--- src/rtl/prg_loader.sv ---
// PRG file loader: turns an hps_io byte stream (2-byte LE load address + payload)
// into buffered DMA byte writes, then patches the BASIC end-of-program pointers.
//
// state  | meaning
// IDLE   | no load in progress
// HDR_LO | waiting for load address low byte
// HDR_HI | waiting for load address high byte
// DATA   | payload bytes queued into the write FIFO
// DRAIN  | download ended, emptying the FIFO
// PATCH  | writing load_end into VARTAB/ARYTAB/STREND
module prg_loader #(
    parameter logic [7:0]  PRG_INDEX  = 8'h41,
    parameter logic [15:0] RAM_TOP    = 16'h8000,
    parameter logic [15:0] PTR_BASE   = 16'h002A,
    parameter int          FIFO_DEPTH = 4
) (
    input  logic        clk,
    input  logic        reset,
    input  logic        ioctl_download,
    input  logic [7:0]  ioctl_index,
    input  logic        ioctl_wr,
    input  logic [24:0] ioctl_addr,
    input  logic [7:0]  ioctl_dout,
    output logic        ioctl_wait,
    input  logic        dma_slot,
    output logic [15:0] dma_addr,
    output logic [7:0]  dma_dout,
    output logic        dma_we,
    output logic        busy,
    output logic        load_err,
    output logic [15:0] load_end
);
    localparam int AW = $clog2(FIFO_DEPTH);
    localparam int CW = AW + 1;
    localparam logic [CW-1:0] WAIT_LEVEL = CW'(FIFO_DEPTH - 1);
    localparam logic [CW-1:0] FULL_LEVEL = CW'(FIFO_DEPTH);

    localparam logic [2:0] IDLE   = 3'd0;
    localparam logic [2:0] HDR_LO = 3'd1;
    localparam logic [2:0] HDR_HI = 3'd2;
    localparam logic [2:0] DATA   = 3'd3;
    localparam logic [2:0] DRAIN  = 3'd4;
    localparam logic [2:0] PATCH  = 3'd5;

    logic [2:0]    state;
    logic          active, active_q, start, fall;
    logic [15:0]   addr;
    logic [2:0]    patch_idx;
    logic [15:0]   fifo_addr [FIFO_DEPTH];
    logic [7:0]    fifo_data [FIFO_DEPTH];
    logic [AW-1:0] wr_ptr, rd_ptr;
    logic [CW-1:0] count, count_next;
    logic          push, drop, pop, patch_go;
    logic          unused_ok;

    // The file offset is informational only; header bytes are found by FSM position.
    assign unused_ok = ^ioctl_addr;

    assign active   = ioctl_download && (ioctl_index == PRG_INDEX);
    assign start    = active && !active_q;
    assign fall     = !active && active_q;
    assign push     = !start && (state == DATA) && active && ioctl_wr && (addr < RAM_TOP);
    assign drop     = !start && (state == DATA) && active && ioctl_wr && (addr >= RAM_TOP);
    assign pop      = !start && dma_slot && (count != '0) && ((state == DATA) || (state == DRAIN));
    assign patch_go = !start && dma_slot && (state == PATCH);
    assign busy     = (state != IDLE);

    always_comb begin
        count_next = count;
        if (start)
            count_next = '0;
        else if (push && !pop)
            count_next = count + 1'b1;
        else if (pop && !push)
            count_next = count - 1'b1;
    end

    always_ff @(posedge clk) begin
        if (push) begin
            fifo_addr[wr_ptr] <= addr;
            fifo_data[wr_ptr] <= ioctl_dout;
        end
    end

    always_ff @(posedge clk) begin
        if (reset) begin
            state      <= IDLE;
            active_q   <= 1'b0;
            addr       <= '0;
            patch_idx  <= '0;
            wr_ptr     <= '0;
            rd_ptr     <= '0;
            count      <= '0;
            ioctl_wait <= 1'b0;
            dma_we     <= 1'b0;
            dma_addr   <= '0;
            dma_dout   <= '0;
            load_err   <= 1'b0;
            load_end   <= '0;
        end else begin
            active_q   <= active;
            count      <= count_next;
            // Raised one entry early so a strobe already in flight still fits.
            ioctl_wait <= (count_next >= WAIT_LEVEL);
            dma_we     <= 1'b0;
            if (start) begin
                wr_ptr    <= '0;
                rd_ptr    <= '0;
                patch_idx <= '0;
                load_err  <= 1'b0;
                load_end  <= '0;
                state     <= HDR_LO;
            end else begin
                if (push)
                    wr_ptr <= wr_ptr + 1'b1;
                if (pop) begin
                    rd_ptr   <= rd_ptr + 1'b1;
                    dma_we   <= 1'b1;
                    dma_addr <= fifo_addr[rd_ptr];
                    dma_dout <= fifo_data[rd_ptr];
                end
                if (drop)
                    load_err <= 1'b1;
                case (state)
                    HDR_LO: begin
                        if (fall) begin
                            load_err <= 1'b1;
                            state    <= IDLE;
                        end else if (active && ioctl_wr) begin
                            addr[7:0] <= ioctl_dout;
                            state     <= HDR_HI;
                        end
                    end
                    HDR_HI: begin
                        if (fall) begin
                            load_err <= 1'b1;
                            state    <= IDLE;
                        end else if (active && ioctl_wr) begin
                            addr[15:8] <= ioctl_dout;
                            state      <= DATA;
                        end
                    end
                    DATA: begin
                        if (fall)
                            state <= DRAIN;
                        else if (push)
                            addr <= addr + 16'd1;
                    end
                    DRAIN: begin
                        if (count == '0) begin
                            load_end  <= addr;
                            patch_idx <= '0;
                            state     <= PATCH;
                        end
                    end
                    PATCH: begin
                        if (patch_go) begin
                            dma_we   <= 1'b1;
                            dma_addr <= PTR_BASE + {13'd0, patch_idx};
                            dma_dout <= patch_idx[0] ? load_end[15:8] : load_end[7:0];
                            if (patch_idx == 3'd5)
                                state <= IDLE;
                            else
                                patch_idx <= patch_idx + 3'd1;
                        end
                    end
                    default: state <= IDLE;
                endcase
            end
        end
    end

    always_ff @(posedge clk) begin
        if (!reset)
            assert (!(push && count == FULL_LEVEL));
    end
endmodule

--- config.mk ---
export PLATFORM = sky130hd
export DESIGN_NAME = prg_loader
export DESIGN_NICKNAME = d
export VERILOG_FILES = /design/src/rtl/prg_loader.sv
export SDC_FILE = /design/constraint.sdc
export NUM_CORES = 1
export LEC_CHECK = 0
export CAP_MARGIN = 20
export CORE_MARGIN = 2
export CORE_UTILIZATION = 45
export CTS_BUF_LIST = sky130_fd_sc_hd__clkbuf_8 sky130_fd_sc_hd__clkbuf_16
export DETAILED_ROUTE_END_ITERATION = 12
export GPL_TIMING_DRIVEN = 0
export PLACE_DENSITY_LB_ADDON = 0.08
export SLEW_MARGIN = 30
export SYNTH_ARGS = -nofsm -noshare
export SYNTH_HDL_FRONTEND = slang
export SYNTH_SLANG_ARGS = --single-unit
--- constraint.sdc ---
create_clock -name clk -period 3.6 [get_ports clk]
set_input_delay 0.36 -clock clk [delete_from_list [all_inputs] [get_ports clk]]
set_output_delay 0.36 -clock clk [all_outputs]
set_load 0.005 [all_outputs]
==> impl_metrics.env, run 1 <==
export IMPL_die_x_um=130.9
export IMPL_fin_hold_ws_ns=0.4563
export IMPL_setup_viol=0
export IMPL_swShare_pct=19.91
export IMPL_skew_ns=0.01127
export IMPL_final_nets=747
export IMPL_internal_power_uw=3282
export IMPL_ctsHoldBuffers=0
export IMPL_place_gp_congestion=0.8739
export IMPL_hold_violations=0
export IMPL_cp_end_kind="register"
export IMPL_avgViaCountPerCell=5.655
export IMPL_grt_max_degree=25
export IMPL_slew_headroom_pct=44.79
export IMPL_die_y_um=130.9
export IMPL_final_cells=916
export IMPL_initial_utilization_pct=45.80
export IMPL_numCtsBuffers=17
export IMPL_min_path_type="register to register"
export IMPL_layout_drive_gt1_share_pct=13.00
export IMPL_switching_power_uw=816.2
export IMPL_hold_depth=2
export IMPL_synthCells=604
export IMPL_numPortBuffers=64
export IMPL_power_clock_fraction_pct=47.3
export IMPL_worst_setup_path_start_kind="primary input"
export IMPL_syn_nets=664
export IMPL_final_cell_mix="edfxtp_1 (96), nand2_1 (86), dfxtp_1 (75)"
export IMPL_synth_adder_area_share_pct=2.416
export IMPL_synthArstFlopShare_pct=0
export IMPL_clkTransAtPathRegs_ns=0.06
export IMPL_insertion_delay_ns=0.43
export IMPL_cap_violations=0
export IMPL_crit_fanout=10
export IMPL_syn_avg_cell_area_um2=12.00
export IMPL_cp_required_ns=3.95
export IMPL_vias=5180
export IMPL_antenna_found_initial=0
export IMPL_run_status="complete, no violations"
export IMPL_dp_hpwl_um=12870
export IMPL_grt_usage_pct=22.65
export IMPL_row_count=46
export IMPL_rr_startpoint="active_q$_SDFF_PP0_"
export IMPL_grt_pass1_wl_um=28270
export IMPL_preCtsSetupSlack_ns=-0.03866
export IMPL_postCtsResizedCells=0
export IMPL_post_place_cells=884
export IMPL_cts_max_level=4
export IMPL_p_leak_uw=0.002838
export IMPL_post_cts_buffers=0
export IMPL_utilization_pct=55.57
export IMPL_p_comb_share_pct=2.6
export IMPL_cts_root_buf="clkbuf_16"
export IMPL_period_share_pct=90.02
export IMPL_slew_violations=0
export IMPL_grt_pass1_vias=5077
export IMPL_die_area_um2=17140
export IMPL_pwr_share_seq_pct=50.1
export IMPL_tritoncts="built"
export IMPL_antenna_left=0
export IMPL_r2r_end="fifo_data[3][2]$_DFFE_PP_"
export IMPL_crit_type="primary input to register"
export IMPL_rsz0062_at_grt="false"
export IMPL_synth_compound_area_share_pct=11.36
export IMPL_yosys_area_share_simple_pct=12.82
export IMPL_synth_area_um2=7249
export IMPL_tightest_slew_ns=0.8282
export IMPL_remaining_drc_errors=0
export IMPL_core_um2=15830
export IMPL_r2r_cells=6
export IMPL_firstDrtPassIters=5
export IMPL_p_per_area_nw_per_um2=466.0
export IMPL_yosys_mux_area_fraction_pct=9.251
export IMPL_max_freq_ghz=0.3086
export IMPL_drtIter0Drc=468
export IMPL_ir_worst_vdd_mv=0.3528
export IMPL_fin_crit_ns=3.241
export IMPL_synth_edf_count=96
export IMPL_ys_flop_type="edfxtp_1"
export IMPL_synth_top_family_by_area="simple AND/OR/NAND/NOR gates"
export IMPL_fin_ws_ns=0.3593
export IMPL_worstPathArrival_ns=3.59
export IMPL_yosys_warnings=0
export IMPL_cts_sinks=171
export IMPL_rrSetupSlack_ns=1.01
export IMPL_hold_path_end="dma_dout[2]$_SDFFE_PP0N_"
export IMPL_synth_xor_area_share_pct=1.087
export IMPL_yosys_register_bits=171
export IMPL_final_common_cell="edfxtp_1"
export IMPL_wl_per_cell_um=20.17
export IMPL_ys_seq_area_share_pct=60.48
export IMPL_synthDistinctLibCells=57
export IMPL_totalWireLength_um=18480
export IMPL_hold_start="dma_dout[2]$_SDFFE_PP0N_"
export IMPL_cts_buffer_depth=2
export IMPL_top_level_ports=90
export IMPL_area_growth_pct=21.32
export IMPL_diodes=0
export IMPL_grt_overflow=0
==> power groups by stage <==
stage	Clock [uW]	Sequential [uW]	Combinational, uW
3_3_place_gp	0	2090	104
2_1_floorplan	0	2090	49.8
5_1_grt	2050	2050	117
6_report	1940	2050	108
4_1_cts	1960	2050	107
3_5_place_dp	0	2090	106
==> stage by stage <==
step,area [um^2],TNS [ns],total power [uW]
3_5_place_dp,8165,-0.1618,2201
4_1_cts,8790,0,4115
3_3_place_gp,8160,-22.69,2199
2_1_floorplan,7249,0,2143
5_1_grt,8795,0,4214
6_report,8795,0,4099
==> cell type report <==
type,instances,area [um^2]
clock buffer,19,452.9
sequential,171,4384
multi-input combinational,388,2688
buffer,34,146.4
inverter,11,41.29
timing repair buffer,64,640.6
fill,1319,7033
clock inverter,13,171.4
tap,216,270.3
==> routing by layer <==
metal	up-vias	routed length, um	GRT usage [%]
li1	2411	-	-
met1	2523	8060	30.71
met2	217	8757	36.15
met3	29	1267	4.275
met4	0	389	9.199
met5	-	0	0
==> state kept, by name, indices dropped and copies added (netlist names), named ones only <==
register,cells
load_err,1
ioctl_wait,1
load_end,16
fifo_addr,64
dma_we,1
count,3
active_q,1
wr_ptr,2
dma_dout,8
rd_ptr,2
patch_idx,3
dma_addr,16
state,3
addr,16
fifo_data,32
==> cell usage after synthesis, types with 2 or more instances <==
cell type | n | area, um^2
a211oi_1 | 9 | 67.56
a211oi_2 | 2 | 25.02
a21o_1 | 2 | 15.01
a21oi_1 | 60 | 300.3
a21oi_2 | 2 | 17.52
a31oi_1 | 3 | 18.77
and2_1 | 4 | 25.02
and3_1 | 5 | 31.28
and4_1 | 4 | 35.03
buf_2 | 9 | 45.04
clkbuf_1 | 24 | 90.09
dfxtp_1 | 75 | 1501
edfxtp_1 | 96 | 2883
ha_1 | 14 | 175.2
inv_1 | 11 | 41.29
mux2_2 | 8 | 90.09
mux2i_1 | 4 | 40.04
mux4_2 | 24 | 540.5
nand2_1 | 86 | 322.8
nand2b_1 | 6 | 37.54
nand3_1 | 16 | 80.08
nand4_1 | 5 | 31.28
nor2_1 | 33 | 123.9
nor2b_1 | 2 | 12.51
nor3_1 | 9 | 45.04
nor3b_1 | 2 | 15.01
nor4_1 | 4 | 25.02
o21ai_0 | 43 | 215.2
o22ai_1 | 2 | 12.51
o31ai_1 | 2 | 15.01
or3_1 | 5 | 31.28
xnor2_1 | 6 | 52.55
xor2_1 | 3 | 26.28
==> worst max path at each step <==
stage | startpoint | endpoint | cells after the start
final | ioctl_index[2] | dma_addr[7]$_SDFFE_PP0N_ | 11
after floorplan | ioctl_index[0] | fifo_addr[0][0]$_DFFE_PP_ | 8
after detailed placement | ioctl_index[2] | dma_addr[7]$_SDFFE_PP0N_ | 11
after global placement | ioctl_index[0] | fifo_data[2][4]$_DFFE_PP_ | 9
after CTS | ioctl_index[2] | dma_addr[7]$_SDFFE_PP0N_ | 11
after global routing | ioctl_index[2] | dma_addr[9]$_SDFFE_PP0N_ | 11
==> worst max-delay path, cell delays in order <==
cell and delay, ns:
clkdlybuf4s50_1 0.44, nor4_4 0.37, nand4_4 0.23, inv_1 0.15
ha_1 0.37, nor2b_1 0.18, nand3_1 0.22, clkbuf_1 0.44
clkbuf_1 0.51, nand3_1 0.14, a21oi_1 0.16
==> kinds of logic (layout without fill, tap and decap cells) <==
kind of cell	Yosys count	after routing
AO/OA/AOI/OAI	138	138
XOR/XNOR	9	9
adder cells (fa/ha/maj)	14	14
buffers and inverters	45	141
flip-flops	171	171
multiplexers	36	36
AND/OR/NAND/NOR	191	191
Note: power is estimated with default switching activity, not from simulation.
==> inputs of run 2 (changes only) <==
CAP_MARGIN = 0   (was 20)
==> results of run 2 <==
Same layout as run 1: the final DEF is identical, and so are final timing and power.
==> inputs of run 3 (changes only) <==
SLEW_MARGIN = 25   (was 30)
==> impl_metrics.env, run 3 (synthesized netlist as in run 1, its figures left out) <==
export IMPL_die_y_um=130.9
export IMPL_final_cells=916
export IMPL_crit_fanout=10
export IMPL_dp_hpwl_um=12870
export IMPL_max_freq_ghz=0.3070
export IMPL_place_area_um2=8165
export IMPL_grt_usage_pct=22.65
export IMPL_fin_ws_ns=0.3429
export IMPL_diodes=0
export IMPL_post_place_cells=884
export IMPL_p_leak_uw=0.002834
export IMPL_avgViaCountPerCell=5.642
export IMPL_grt_overflow=0
export IMPL_skew_ns=0.01132
export IMPL_swShare_pct=19.96
export IMPL_initial_utilization_pct=45.80
export IMPL_ctsHoldBuffers=0
export IMPL_power_clock_fraction_pct=47.3
export IMPL_largest_register_ffs=64
export IMPL_antenna_left=0
export IMPL_p_comb_share_pct=2.6
export IMPL_cts_buffer_depth=2
export IMPL_totalWireLength_um=18480
export IMPL_cap_violations=0
export IMPL_remaining_drc_errors=0
export IMPL_tritoncts="built"
export IMPL_grt_pass1_vias=5077
export IMPL_slew_violations=0
export IMPL_worst_setup_path_start_kind="primary input"
export IMPL_wl_per_cell_um=20.18
export IMPL_reg_largest_list="fifo_addr (64), fifo_data (32)"
export IMPL_hold_violations=0
export IMPL_firstDrtPassIters=5
export IMPL_crit_type="primary input to register"
export IMPL_cp_end_kind="register"
export IMPL_cp_required_ns=3.95
export IMPL_antenna_found_initial=0
export IMPL_cts_max_level=4
export IMPL_grt_pass1_wl_um=28270
export IMPL_vias=5168
export IMPL_clkTransAtPathRegs_ns=0.06
export IMPL_layout_drive_gt1_share_pct=12.86
export IMPL_drtIter0Drc=426
export IMPL_postCtsResizedCells=0
export IMPL_final_area_um2=8790
export IMPL_p_per_area_nw_per_um2=466.6
export IMPL_period_share_pct=90.47
export IMPL_die_area_um2=17140
export IMPL_numCtsBuffers=17
export IMPL_area_growth_pct=21.25
export IMPL_setup_viol=0
export IMPL_numPortBuffers=64
export IMPL_fin_crit_ns=3.257
export IMPL_cts_sinks=171
export IMPL_pwr_share_seq_pct=50.0
export IMPL_switching_power_uw=818.5
export IMPL_final_nets=747
export IMPL_tns_ns=0
export IMPL_top_register="fifo_addr"
export IMPL_cts_root_buf="clkbuf_16"
export IMPL_die_x_um=130.9
export IMPL_min_path_type="register to register"
export IMPL_fin_hold_ws_ns=0.4564
export IMPL_slew_headroom_pct=37.83
export IMPL_insertion_delay_ns=0.43
export IMPL_ir_worst_vdd_mv=0.3534
export IMPL_tightest_slew_ns=0.9254
export IMPL_rrSetupSlack_ns=1.02
export IMPL_internal_power_uw=3282
export IMPL_final_common_cell="edfxtp_1"
export IMPL_grt_max_degree=25
export IMPL_row_count=46
export IMPL_preCtsSetupSlack_ns=-0.03866
export IMPL_run_status="complete, no violations"
export IMPL_worstPathArrival_ns=3.61
export IMPL_post_cts_buffers=0
export IMPL_rsz0062_at_grt="false"
export IMPL_final_cell_mix="edfxtp_1 (96), nand2_1 (86), dfxtp_1 (75)"
export IMPL_core_um2=15830
export IMPL_place_gp_congestion=0.8739
export IMPL_top_level_ports=90
-- run 3: changes by cell type in the layout (fill, tap and decap cells not counted) --
| cell | change |
|---|---|
| nor3_1 | +1 |
| nor3_2 | -1 |
-- run 3: critical path, stage by stage --
cell and delay, ns:
clkdlybuf4s50_1 0.44, nor4_4 0.37, nand4_4 0.23, inv_1 0.15, ha_1 0.37, nor2b_1 0.18
nand3_1 0.21, clkbuf_1 0.44, clkbuf_1 0.53, nand3_1 0.15, a21oi_1 0.16
-- run 3: routing by layer --
layer / up-vias / routed length (um) / global-route usage, %
li1: 2412 / - / -
met1: 2516 / 8134 / 30.71
met2: 215 / 8760 / 36.15
met3: 25 / 1216 / 4.275
met4: 0 / 369 / 9.199
met5: - / 0 / 0
-- run 3: metrics by stage --
step | utilization, % | power, uW
CTS | 55.53 | 4115
global route | 55.53 | 4213
finish | 55.53 | 4101
detailed placement | 51.59 | 2201
global placement | 51.56 | 2199
floorplan | - | 2143
-- run 3: worst paths after layout --
kind                                               start                   endpoint  cells after the start
worst min-delay path            dma_dout[2]$_SDFFE_PP0N_   dma_dout[2]$_SDFFE_PP0N_                      2
worst max register to register       active_q$_SDFF_PP0_  fifo_data[3][0]$_DFFE_PP_                      6
worst min register to register  dma_dout[2]$_SDFFE_PP0N_   dma_dout[2]$_SDFFE_PP0N_                      2
worst max-delay path                      ioctl_index[2]   dma_addr[7]$_SDFFE_PP0N_                     11
-- run 3: final cells by class --
class / instances / area (um^2)
Buffer: 34 / 146.4
Clock buffer: 19 / 452.9
Clock inverter: 13 / 171.4
Fill cell: 1320 / 7038
Inverter: 11 / 41.29
Multi-Input combinational cell: 388 / 2683
Sequential cell: 171 / 4384
Tap cell: 216 / 270.3
Timing Repair Buffer: 64 / 640.6
-- run 3: power by group through the flow --
stage | Sequential, uW | Clock (uW) | Combinational [uW]
floorplan | 2090 | 0 | 49.8
global placement | 2090 | 0 | 104
detailed placement | 2090 | 0 | 106
CTS | 2050 | 1960 | 107
global route | 2050 | 2050 | 117
finish | 2050 | 1940 | 108
